`config.mk`:
```
export PLATFORM = sky130hd
export DESIGN_NAME = slave_in_port
export DESIGN_NICKNAME = d
export VERILOG_FILES = /design/src/rtl/serial_bus_pkg.sv /design/src/rtl/serial_deser.sv /design/src/rtl/slave_in_port.sv
export SDC_FILE = /design/constraint.sdc
export NUM_CORES = 1
export LEC_CHECK = 0
export ABC_AREA = 1
export BUFFER_PORTS_ARGS = -buffer_cell sky130_fd_sc_hd__buf_4
export CORE_ASPECT_RATIO = 1.5
export CORE_MARGIN = 2
export CORE_UTILIZATION = 25
export DETAILED_ROUTE_END_ITERATION = 6
export SETUP_SLACK_MARGIN = 0.3
export SYNTH_ARGS = -nofsm -noshare
export SYNTH_HDL_FRONTEND = slang
export SYNTH_HIERARCHICAL = 1
export SYNTH_SLANG_ARGS = --single-unit
export TNS_END_PERCENT = 20
```
`constraint.sdc`:
```
create_clock -name clk -period 5.14 [get_ports clk]
set_clock_uncertainty 0.1 [all_clocks]
set_input_delay 0.771 -clock clk [delete_from_list [all_inputs] [get_ports clk]]
set_output_delay 0.771 -clock clk [all_outputs]
set_load 0.02 [all_outputs]
```
`src/rtl/serial_bus_pkg.sv`:
```
// Shared types and defaults for the serial bus slave side.
// Command encodings, receive-port states and parameter defaults.
package serial_bus_pkg;

  localparam int SLAVE_ADDR_SIZE_D = 12;
  localparam int WORD_SIZE_D = 8;
  localparam int BURST_SIZE_D = 15;

  localparam logic [1:0] CMD_READ = 2'b00;
  localparam logic [1:0] CMD_WRITE = 2'b01;
  localparam logic [1:0] CMD_B_READ = 2'b10;
  localparam logic [1:0] CMD_B_WRITE = 2'b11;

  typedef enum logic [2:0] {
    S_IDLE,
    S_ADDR,
    S_BURST,
    S_DATA,
    S_RD_REQ
  } state_t;

endpackage

```
`src/rtl/serial_deser.sv`:
```
// LSB-first serial-to-parallel shifter with bit counter.
// word already includes the bit strobed in this cycle.
module serial_deser #(
  parameter int WIDTH = 8
) (
  input  logic             clk,
  input  logic             rst_n,
  input  logic             clr,
  input  logic             strobe,
  input  logic             din,
  output logic [WIDTH-1:0] word,
  output logic             last_bit
);

  localparam int CW = $clog2(WIDTH + 1);

  logic [WIDTH-1:0] sh_q;
  logic [WIDTH-1:0] sh_nxt;
  logic [CW-1:0]    cnt;

  assign sh_nxt = {din, sh_q[WIDTH-1:1]};
  assign word = strobe ? sh_nxt : sh_q;
  assign last_bit = strobe && (cnt == CW'(WIDTH - 1));

  always_ff @(posedge clk or negedge rst_n) begin
    if (!rst_n) begin
      sh_q <= '0;
      cnt  <= '0;
    end else if (clr) begin
      sh_q <= '0;
      cnt  <= '0;
    end else if (strobe) begin
      sh_q <= sh_nxt;
      cnt  <= last_bit ? '0 : cnt + 1'b1;
    end
  end

endmodule

```
`src/rtl/slave_in_port.sv`:
```
// Slave-side receive port: deserializes address, length and data,
// then issues memory writes or a read request for the slave.
module slave_in_port
  import serial_bus_pkg::*;
#(
  parameter int SLAVE_ADDR_SIZE = SLAVE_ADDR_SIZE_D,
  parameter int WORD_SIZE = WORD_SIZE_D,
  parameter int BURST_SIZE = BURST_SIZE_D
) (
  input  logic                       clk,
  input  logic                       rst_n,
  input  logic                       sel,
  input  logic [1:0]                 cmd,
  input  logic                       addr_valid,
  input  logic                       addr_bit,
  input  logic                       burst_valid,
  input  logic                       burst_bit,
  input  logic                       data_valid,
  input  logic                       data_bit,
  input  logic                       mem_busy,
  output logic                       s_ready,
  output logic [SLAVE_ADDR_SIZE-1:0] mem_addr,
  output logic [WORD_SIZE-1:0]       mem_wdata,
  output logic                       mem_we,
  output logic                       rd_req,
  output logic [BURST_SIZE-1:0]      rd_len,
  output logic                       wr_done,
  output logic                       abort
);

  state_t state, state_nxt;

  logic [1:0]                 cmd_q;
  logic                       armed;
  logic [SLAVE_ADDR_SIZE-1:0] aword;
  logic [BURST_SIZE-1:0]      bword;
  logic [WORD_SIZE-1:0]       dword;
  logic [BURST_SIZE-1:0]      widx;
  logic [BURST_SIZE-1:0]      len_eff;
  logic a_last, b_last, d_last;
  logic a_stb, b_stb, d_stb;
  logic active, drop, start, clr;
  logic last_word, rd_go;

  always_comb begin
    unique case (state)
      S_IDLE:   s_ready = 1'b1;
      S_RD_REQ: s_ready = 1'b0;
      default:  s_ready = !mem_busy;
    endcase
  end

  assign active = state inside {S_ADDR, S_BURST, S_DATA};
  assign drop = active && !sel;
  assign start = (state == S_IDLE) && sel && armed;
  assign clr = (state == S_IDLE);

  assign a_stb = (state == S_ADDR) && sel && addr_valid && s_ready;
  assign b_stb = (state == S_BURST) && sel && burst_valid && s_ready;
  assign d_stb = (state == S_DATA) && sel && data_valid && s_ready;

  // A zero burst length still moves one word.
  always_comb begin
    len_eff = BURST_SIZE'(1);
    if (cmd_q[1] && bword != '0) len_eff = bword;
  end

  assign last_word = (widx + 1'b1) == len_eff;
  assign rd_go = (a_last && cmd_q == CMD_READ)
              || (b_last && cmd_q == CMD_B_READ);

  serial_deser #(.WIDTH(SLAVE_ADDR_SIZE)) u_addr (
    .clk(clk), .rst_n(rst_n), .clr(clr), .strobe(a_stb),
    .din(addr_bit), .word(aword), .last_bit(a_last)
  );

  serial_deser #(.WIDTH(BURST_SIZE)) u_burst (
    .clk(clk), .rst_n(rst_n), .clr(clr), .strobe(b_stb),
    .din(burst_bit), .word(bword), .last_bit(b_last)
  );

  serial_deser #(.WIDTH(WORD_SIZE)) u_data (
    .clk(clk), .rst_n(rst_n), .clr(clr), .strobe(d_stb),
    .din(data_bit), .word(dword), .last_bit(d_last)
  );

  always_ff @(posedge clk or negedge rst_n) begin
    if (!rst_n) state <= S_IDLE;
    else state <= state_nxt;
  end

  always_comb begin
    state_nxt = state;
    unique case (state)
      S_IDLE: if (start) state_nxt = S_ADDR;
      S_ADDR: begin
        if (drop) state_nxt = S_IDLE;
        else if (a_last) begin
          if (cmd_q[1]) state_nxt = S_BURST;
          else if (cmd_q[0]) state_nxt = S_DATA;
          else state_nxt = S_RD_REQ;
        end
      end
      S_BURST: begin
        if (drop) state_nxt = S_IDLE;
        else if (b_last)
          state_nxt = cmd_q[0] ? S_DATA : S_RD_REQ;
      end
      S_DATA: begin
        if (drop) state_nxt = S_IDLE;
        else if (d_last && last_word) state_nxt = S_IDLE;
      end
      S_RD_REQ: state_nxt = S_IDLE;
      default:  state_nxt = S_IDLE;
    endcase
  end

  // sel must go low once before another transaction may start.
  always_ff @(posedge clk or negedge rst_n) begin
    if (!rst_n) begin
      armed <= 1'b1;
      cmd_q <= CMD_READ;
    end else begin
      if (!sel) armed <= 1'b1;
      else if (start) armed <= 1'b0;
      if (start) cmd_q <= cmd;
    end
  end

  always_ff @(posedge clk or negedge rst_n) begin
    if (!rst_n) begin
      mem_addr  <= '0;
      mem_wdata <= '0;
      mem_we    <= 1'b0;
      rd_req    <= 1'b0;
      rd_len    <= '0;
      wr_done   <= 1'b0;
      abort     <= 1'b0;
      widx      <= '0;
    end else begin
      mem_we  <= 1'b0;
      rd_req  <= 1'b0;
      wr_done <= 1'b0;
      abort   <= drop;
      if (clr) widx <= '0;
      if (d_last) begin
        mem_we    <= 1'b1;
        mem_wdata <= dword;
        mem_addr  <= aword + SLAVE_ADDR_SIZE'(widx);
        wr_done   <= last_word;
        widx      <= widx + 1'b1;
      end
      if (rd_go) begin
        rd_req   <= 1'b1;
        mem_addr <= aword;
        rd_len   <= len_eff;
      end
    end
  end

endmodule

```
==> reports/metrics.cfg, run 1 <==
[cells_and_area]
drive_gt1_share_pct = 18.09
ff_latch_area_mm2 = 0.002679
multi_input_comb_area_mm2 = 0.002999
area_delta_synth_final_pct = 14.99
nFillCells = 2648
num_antenna_cells = 0
nNetsFinal = 871

[route]
routed_via_density = 4.451
drt_first_pass_iters = 4
antenna_left = 0
vias = 5208
wl_met2_um = 8114
dr_wl_met3_um = 327
met1Wirelength_um = 6298
drc_errors = 0
drt_wl_total_um = 15150
routed.top_layer = met4
wire_per_inst_um = 12.95
drtIter0Drc = 275

[cts]
post_cts_buffers = 0
clk_latency_ps = 350
htree_num_levels = 3
cts_tree = done
path_clk_slew_ps = 70
clk_path_buf_depth = 2
holdBufCountCts = 0
ctsResizeCount = 0
root_buffer = clkbuf_16
clkSinkCount = 107
cts_buffers = 9

[logic_synthesis]
netlist_instances = 797
yosys_warnings = 6
synthTopCellsByCount = 267 x nand2_1, 106 x dfrtp_1, 79 x inv_1
synth_edf_count = 0
ys_seq_area_share_pct = 43.37
synth_top_area_share_pct = 42.94
async_flop_share_pct = 100.0
ys_types = 44
netlist_area_mm2 = 0.006177
syn_nets = 826
syn_avg_cell_area_um2 = 7.751
synth.most_common_cell = nand2_1
ys_top_cells_by_area = dfrtp_1 43%, nand2_1 16%, inv_1 4.8%
ys.flop_type = dfrtp_1
yosys_register_bits = 107
yosysTopAreaCell = dfrtp_1

[die]
die_x_um = 132.3
core-area_mm2 = 0.02435
rows = 70
io_pins = 52
start_util_pct = 25.37
die_h_um = 196.5
die-area_mm2 = 0.02601

[grt]
antenna_found_initial = 0
grt_max_degree = 57
grt_usage_pct = 12.17
overflow = 0
grt_pass1_wl_um = 25490
grt_pass1_vias = 5195

[timing]
slew_viol_final = 0
tightestPinTransition_ps = 930.4
rsz0062_at_grt = false
relSlewSlack_pct = 37.91
finalHoldViolCount = 0
setup_viol = 0
period_needed_ps = 4042
finalSetupTns_ps = 0
max_freq_mhz = 247.4
fin_crit_sh_pct = 78.63
hold-worst-slack_ps = 371.3

[power_and_ir_drop]
p_per_area_mw_per_mm2 = 284.1
vdd_ir_drop_max_mv = 0.1601
leakage_nw = 3.560

[setup_path]
crit_chain = nor2_1 > inv_1 > nor2_4 > inv_1 > o21ai_0 > nand3_1 > inv_1 > nand2_1 > nand2_1 > ha_1 > inv_1 > fa_1 > o21ai_0 > a21oi_1 > o21ai_0 > nand2_1 > nand2_1 > a21oi_1 > nand2_1 > nand3_1 > nand2_1 > nand2_1
cp.arrival_ps = 4190
worst_path_most_repeated_cell = nand2_1
critPathKind = register to register
worstSetupStartpointType = register
end_kind = register
critical_path_required_ps = 5290
path_max_fanout = 16
slowest_delay_ps = 470
regToRegSetupSlack_ps = 1100
cp_slowest_cell = inv_1

[placement]
io_buffers = 51
gp_congestion = 0.8588
dp_hpwl_um = 11530

[job]
cap_violations = 0

[status]
status = finished clean

[hold_path]
hold_class = input pin to asynchronous set/reset pin

-- sequential cells by signal, summed over array words and instances, names as in the netlist, 2 cells and up --
| signal | cells |
|---|---|
| u_addr/sh_q | 12 |
| state | 3 |
| u_addr/cnt | 4 |
| u_burst/cnt | 4 |
| rd_len | 15 |
| cmd_q | 2 |
| u_data/cnt | 4 |
| widx | 15 |
| mem_wdata | 8 |
| mem_addr | 12 |
| u_burst/sh_q | 15 |
| u_data/sh_q | 8 |
-- power breakdown --
part           total (mW)  internal (mW)  leakage (nW)  switching, mW
Sequential          0.921          0.872          1.48         0.0492
Combinational       0.441          0.106          1.94          0.335
Clock               0.655          0.340         0.132          0.315
-- per-layer routing --
| metal | GRT usage (%) | vias up |
|---|---|---|
| li1 | - | 2660 |
| met4 | 5.496 | 0 |
| met3 | 1.775 | 21 |
| met5 | 0 | - |
| met2 | 23.09 | 65 |
| met1 | 13.26 | 2462 |
-- critical path: cells and delay by family (launching register included) --
kind	cells	cell delay [ps]
flip-flops	1	440
adder cells (fa/ha/maj)	2	560
buffers and inverters	4	720
AND/OR/NAND/NOR	11	1210
AO/OA/AOI/OAI	5	930
-- worst paths after layout --
path                         startpoint            to  depth (start not counted)
max                            state[0]  mem_addr[10]                         22
min                               rst_n  mem_wdata[0]                          1
max reg2reg                    state[0]  mem_addr[10]                         22
min reg2reg                mem_wdata[2]  mem_wdata[2]                          2
max in group asynchronous         rst_n       widx[6]                          2
min in group clk           mem_wdata[2]  mem_wdata[2]                          2
-- placed cells by master (no fill, tap or decap), types with 2 or more instances in the layout --
cell type and n:
nand2_1 267, buf_4 57, inv_2 2, inv_6 2, a21oi_1 30, inv_1 79, nor2_4 7, a21o_1 2
a21oi_2 21, xnor2_1 6, o21bai_1 3, o21ai_0 32, ha_1 16, nand2_2 38, or2_2 3, a22oi_1 4
nand4_1 20, dfrtp_1 106, nand3_1 37, nor2_2 4, a31oi_1 3, xor2_1 6, o22ai_1 11, clkinv_2 2
clkbuf_16 9, o31ai_1 2, nor3_1 4, o221ai_1 3, nor2_1 49, o21ai_1 6, o211ai_1 2
-- final cells by class --
cell class / instances / share of cell area [%]
Clock inverter: 4 / 0.3699
Tap cell: 324 / 5.707
Timing Repair Buffer: 57 / 6.024
Inverter: 84 / 4.545
Sequential cell: 107 / 37.71
Multi-Input combinational cell: 583 / 42.22
Clock buffer: 11 / 3.417
-- metrics by stage --
stage / setup WS [ps] / cells / total power, mW / util (%) / cell area (um^2)
after global placement: 1050 / 1155 / 1.377 / 28.07 / 6834
after global routing: 515.0 / 1170 / 2.122 / 29.17 / 7103
after detailed placement: 1010 / 1155 / 1.384 / 28.07 / 6834
after floorplan: 1091 / 797 / 1.280 / - / 6177
final: 1098 / 1170 / 2.018 / 29.17 / 7103
after CTS: 1127 / 1170 / 2.041 / 29.17 / 7103
-- logic make-up (layout without fill, tap and decap cells) --
| logic type | Yosys count | after routing | synth area share (%) |
|---|---|---|---|
| AND/OR/NAND/NOR | 434 | 434 | 31.07 |
| AO/OA/AOI/OAI | 120 | 120 | 12.09 |
| flip-flops | 107 | 107 | 43.37 |
| buffers and inverters | 107 | 156 | 8.203 |
| adder cells (fa/ha/maj) | 17 | 17 | 3.565 |
| XOR/XNOR | 12 | 12 | 1.701 |
(Power assumes the default switching activity.)
==> run 2: changes to the inputs <==
- clock period: 5.14 -> 3.5 ns (I/O delays scaled with it)
==> reports/metrics.cfg, run 2 (synthesis gave the netlist of run 1 again) <==
[power_and_ir_drop]
p_per_area_mw_per_mm2 = 415.6  ; +46%
vdd_ir_drop_max_mv = 0.3216  ; +100%
leakage_nw = 3.768  ; +5.9%

[cells_and_area]
layout_common_cells = 244 x nand2_1, 104 x dfrtp_1, 77 x buf_4
nFillCells = 2607  ; -1.5%
ff_latch_area_mm2 = 0.002681  ; about the same
area_delta_synth_final_pct = 24.79
top_regs = rd_len: 15 flops, u_burst/sh_q: 15 flops, widx: 15 flops
drive_gt1_share_pct = 27.09  ; +9.0 points
multi_input_comb_area_mm2 = 0.003283  ; +9.5%
nNetsFinal = 899  ; +3.2%
num_antenna_cells = 0  ; unchanged
layout_commonest_cell = nand2_1

[cts]
cts_tree = done
htree_num_levels = 3  ; unchanged
cts_buffers = 9  ; unchanged
path_clk_slew_ps = 70  ; about the same
clk_latency_ps = 360  ; about the same
root_buffer = clkbuf_16
clk_path_buf_depth = 2  ; unchanged
clkSinkCount = 107  ; unchanged

[route]
vias = 5418  ; +4.0%
drt_wl_total_um = 15910  ; +5.0%
wire_per_inst_um = 13.27  ; +2.5%
drc_errors = 0  ; unchanged
drtIter0Drc = 349  ; +27%
drt_first_pass_iters = 5  ; +1
routed_via_density = 4.519  ; +1.5%
antenna_left = 0  ; unchanged

[die]
die_h_um = 196.5  ; unchanged
start_util_pct = 25.37  ; unchanged
io_pins = 52  ; unchanged
die-area_mm2 = 0.02601  ; unchanged
die_x_um = 132.3  ; unchanged
core-area_mm2 = 0.02435  ; unchanged
rows = 70  ; unchanged

[placement]
dp_hpwl_um = 11750  ; +1.9%
io_buffers = 51  ; unchanged
gp_congestion = 0.8602  ; +0.16%

[timing]
max_freq_mhz = 314.7  ; +27%
finalSetupTns_ps = 0  ; unchanged
period_needed_ps = 3178  ; -863.9 ps
rsz0062_at_grt = true
finalHoldViolCount = 0  ; unchanged
relSlewSlack_pct = 39.38  ; +1.5 points
setup_viol = 0  ; unchanged
hold-worst-slack_ps = 137.9  ; -233.3 ps
slew_viol_final = 0  ; unchanged
fin_crit_sh_pct = 90.79  ; +12 points
tightestPinTransition_ps = 909.3  ; -21.02 ps

[status]
status = finished clean

[grt]
grt_pass1_vias = 5231  ; +0.69%
antenna_found_initial = 0  ; unchanged
grt_pass1_wl_um = 25760  ; +1.1%
grt_usage_pct = 12.33  ; +0.16 points
grt_max_degree = 58  ; +1.8%
overflow = 0  ; unchanged

[setup_path]
slowest_delay_ps = 450  ; -20 ps
worstSetupStartpointType = register
crit_family = simple AND/OR/NAND/NOR gates
r2r_end = state[0]
cp.arrival_ps = 3330  ; -860 ps
cp_slowest_cell = dfrtp_2
worst-path-buf-inv = 5  ; +1
worst_path_most_repeated_cell = nand2_1
path_max_fanout = 6  ; -10
end_kind = register
critPathKind = register to register
regToRegSetupSlack_ps = 320  ; -780 ps
rr_startpoint = state[1]
critical_path_required_ps = 3650  ; -1640 ps
r2r_cells = 26  ; +18%

[job]
cap_violations = 0  ; unchanged

[hold_path]
hold_class = input pin to asynchronous set/reset pin

## run 2: worst max path at each step
stage	from	endpoint	slack [ps]	cells after the start
after floorplan	state[1]	mem_addr[10]	290	24
after global routing	state[0]	state[1]	60	26
final	state[1]	state[0]	320	26
after detailed placement	state[1]	mem_addr[5]	160	16
after CTS	state[1]	state[1]	150	26
after global placement	state[0]	state[1]	200	23
## run 2: metrics by stage
stage / cells / area, um^2 / worst slack [ps] / util (%) / total power, mW
after floorplan: 797 / 6240 / 291.5 / - / 1.919
after global placement: 1165 / 6989 / 195.8 / 28.71 / 2.084
after detailed placement: 1165 / 6989 / 159.4 / 28.71 / 2.095
after CTS: 1181 / 7302 / 148.7 / 29.99 / 3.165
after global routing: 1199 / 7709 / 55.53 / 31.66 / 3.379
final: 1199 / 7709 / 322.3 / 31.66 / 3.204
## run 2: layer usage
metal	share of wire (%)	global-route usage [%]	vias to the layer above
li1	-	-	2715
met1	40	13.64	2560
met2	54	22.87	111
met3	3.5	1.800	32
met4	3.3	6.093	0
met5	0	0	-
## run 2: what timing repair did
| action | CTS | global route |
|---|---|---|
| pin swaps | 0 | 28 |
| hold endpoints to repair | 0 | 0 |
| setup buffers | 0 | 16 |
| resized for setup | 1 | 72 |
| endpoints found under the setup margin | 14 | 29 |
| gates cloned | 0 | 2 |
| hold buffers | 0 | 0 |
## run 2: final cells by class
class | count | area share, %
Inverter | 84 | 4.480
Multi-Input combinational cell | 583 | 42.59
Sequential cell | 107 | 34.78
Clock inverter | 7 | 1.104
Tap cell | 324 | 5.259
Timing Repair Buffer | 84 | 8.749
Timing Repair inverter | 1 | 0.1136
Clock buffer | 9 | 2.922
## run 2: worst register-to-register path, stage by stage (launching register included)
cell and delay (ps):
dfrtp_2 450, nor2_4 120, inv_2 50, nor2_4 110, inv_4 50, o21ai_4 70
nand4_1 180, clkinv_4 170, buf_6 130, nand2_2 60, nand2_2 110, nor2_1 50
nand2_1 70, nor2_2 50, nand2_4 120, buf_6 150, nand3_2 90, nand2_1 150
nand2_1 70, nor2_1 110, nand2_1 60, nor2_1 100, nand3_1 140, nand2_2 120
nand2_2 70, nand2_1 90, nand2_1 50
## run 2: where the power goes
part           switching [mW]  internal, mW  leakage [nW]
combinational           0.556         0.222          2.14
sequential             0.0837          1.28          1.48
clock                   0.494         0.567         0.149
total                    1.13          2.07          3.77
==> run 3: changes to the inputs <==
- CORE_ASPECT_RATIO: 1.5 -> unset
==> reports/metrics.cfg, run 3 (synthesis gave the netlist of run 1 again) <==
[cells_and_area]
nFillCells = 2522  ; -3.3%
area_delta_synth_final_pct = 25.48
layout_common_cells = 243 x nand2_1, 104 x dfrtp_1, 80 x buf_4
num_antenna_cells = 0  ; unchanged
postLayoutCellArea_mm2 = 0.007751  ; +0.55%
top_regs = rd_len: 15 flops, u_burst/sh_q: 15 flops, widx: 15 flops
drive_gt1_share_pct = 27.22  ; +0.14 points
ff_latch_area_mm2 = 0.002681  ; unchanged
nNetsFinal = 902  ; +0.33%
multi_input_comb_area_mm2 = 0.003323  ; +1.2%
layout_commonest_cell = nand2_1

[grt]
antenna_found_initial = 0  ; unchanged
grt_pass1_wl_um = 25450  ; -1.2%
grt_pass1_vias = 4948  ; -5.4%
overflow = 0  ; unchanged
grt_usage_pct = 12.18  ; -0.15 points
grt_max_degree = 57  ; -1.7%

[placement]
dp_hpwl_um = 11470  ; -2.4%
placed_area_mm2 = 0.006959  ; -0.43%
gp_congestion = 0.8969  ; +4.3%
io_buffers = 51  ; unchanged

[timing]
setup_viol = 0  ; unchanged
finalSetupTns_ps = 0  ; unchanged
slew_viol_final = 0  ; unchanged
tightestPinTransition_ps = 759.9  ; -149.4 ps
finalHoldViolCount = 0  ; unchanged
period_needed_ps = 3213  ; +35.02 ps
relSlewSlack_pct = 49.34  ; +10 points
max_freq_mhz = 311.3  ; -1.1%
rsz0062_at_grt = true
hold-worst-slack_ps = 109.8  ; -28.11 ps
fin_crit_sh_pct = 91.79  ; +1.0 points

[power_and_ir_drop]
p_switching_mw = 1.098  ; -3.2%
switching_share_pct = 35.17  ; -0.23 points
p_per_area_mw_per_mm2 = 402.7  ; -3.1%
pwr-share-clk_pct = 31.1  ; -2.0 points
intPower_mw = 2.024  ; -2.2%
leakage_nw = 3.796  ; +0.74%
vdd_ir_drop_max_mv = 0.2958  ; -8.0%
seqPwrFrac_pct = 43.6  ; +1.0 points
comb_power_share_pct = 25.3  ; +1.0 points

[route]
antenna_left = 0  ; unchanged
drt_wl_total_um = 16150  ; +1.5%
drc_errors = 0  ; unchanged
vias = 5375  ; -0.79%
drtIter0Drc = 459  ; +32%
routed_via_density = 4.472  ; -1.0%
drt_first_pass_iters = 5  ; unchanged
wire_per_inst_um = 13.44  ; +1.2%

[setup_path]
worstSetupStartpointType = register
path_max_fanout = 6  ; unchanged
end_kind = register
critPathKind = register to register
cp.arrival_ps = 3360  ; +30 ps
critical_path_required_ps = 3650  ; about the same

[cts]
clk_latency_ps = 360  ; about the same
cts_tree = done
clkSinkCount = 107  ; unchanged
cts_buffers = 9  ; unchanged
holdBufCountCts = 0  ; unchanged
clk_path_buf_depth = 2  ; unchanged
path_clk_slew_ps = 70  ; about the same
htree_num_levels = 3  ; unchanged
root_buffer = clkbuf_16

[job]
cap_violations = 0  ; unchanged

[die]
rows = 57  ; -19%
io_pins = 52  ; unchanged
start_util_pct = 25.40  ; +0.030 points
die_x_um = 161.2  ; +22%
die_h_um = 161.2  ; -18%
core-area_mm2 = 0.02432  ; -0.12%
die-area_mm2 = 0.02598  ; -0.10%

[hold_path]
hold_class = input pin to asynchronous set/reset pin

[status]
status = finished clean

-- run 3: cell count changes in the layout (fill, tap and decap cells not counted), moves of 2 or more --
cell      previous run  this run
nand2_2             48        44
o21ai_2              0         2
nor2_2              10         8
nor2_4               9        13
nand2_4             12        17
buf_4               77        80
clkinv_8             2         0
nand3_1             31        34
buf_6                5         2
clkbuf_1             0         2
nor2_1              41        39
inv_6                3         0
nand3_4              2         0
-- run 3: cell type report --
| cell class | count | area share [%] |
|---|---|---|
| clock inverters | 4 | 0.3390 |
| clock buffers | 12 | 3.180 |
| repair inverters | 1 | 0.1453 |
| flip-flops and latches | 107 | 34.59 |
| multi-input cells | 584 | 42.87 |
| repair buffers | 86 | 9.136 |
| well taps | 324 | 5.230 |
| inverters | 84 | 4.504 |
-- run 3: worst max-delay path, cell delays in order, from the launching register on --
cell and delay [ps]:
dfrtp_2 450, nor2_4 140, inv_2 50, nor2_4 100, inv_4 60, o21ai_4 70
nand4_1 160, inv_2 120, buf_6 110, clkbuf_16 130, buf_4 100, nand2_2 70
nand2_4 100, nor2_4 50, nand2_2 80, nor2_4 50, nand2_4 100, nand3_1 190
nand2_1 200, nand2_1 70, inv_1 50, nand2_1 50, nor2_1 120, nand3_1 100
nand2_2 90, nand2_2 70, nand2_1 80, nand2_1 50
-- run 3: stage by stage --
step,power [mW],util (%),setup WS (ps),std cells
floorplan,1.919,-,291.5,797
global placement,2.060,28.62,206.2,1161
detailed placement,2.071,28.62,134.9,1161
CTS,3.066,29.85,204.8,1180
global route,3.281,31.87,85.34,1202
finish,3.122,31.87,287.3,1202
-- run 3: layer usage --
layer	vias to the layer above	global-route usage [%]	wire length, um
met5	-	0	0
met4	0	2.476	136
met3	11	2.517	791
met2	108	19.25	7547
met1	2539	17.29	7674
li1	2717	-	-
-- run 3: repair_timing --
item,in CTS,in global routing
endpoints found under the setup margin,7,26
pin swaps,1,30
cloned,1,2
gates resized for setup,3,75
buffers inserted,2,20
-- run 3: final timing paths --
kind | from | end | slack [ps] | cells past startpoint
setup / recovery | state[0] | state[0] | 290 | 27
hold / removal | rst_n | mem_wdata[6] | 110 | 1
setup reg to reg | state[0] | state[0] | 290 | 27
hold reg to reg | mem_wdata[1] | mem_wdata[1] | 370 | 2
max in group asynchronous | rst_n | armed | 2400 | 2
min in group clk | sel | armed | 260 | 2
-- run 3: power groups by stage --
stage | Clock (mW) | Combinational (mW) | Sequential (mW)
6_report | 0.971 | 0.791 | 1.36
5_1_grt | 1.05 | 0.858 | 1.37
4_1_cts | 1.01 | 0.698 | 1.36
3_5_place_dp | 0 | 0.692 | 1.38
3_3_place_gp | 0 | 0.683 | 1.38
2_1_floorplan | 0 | 0.570 | 1.35
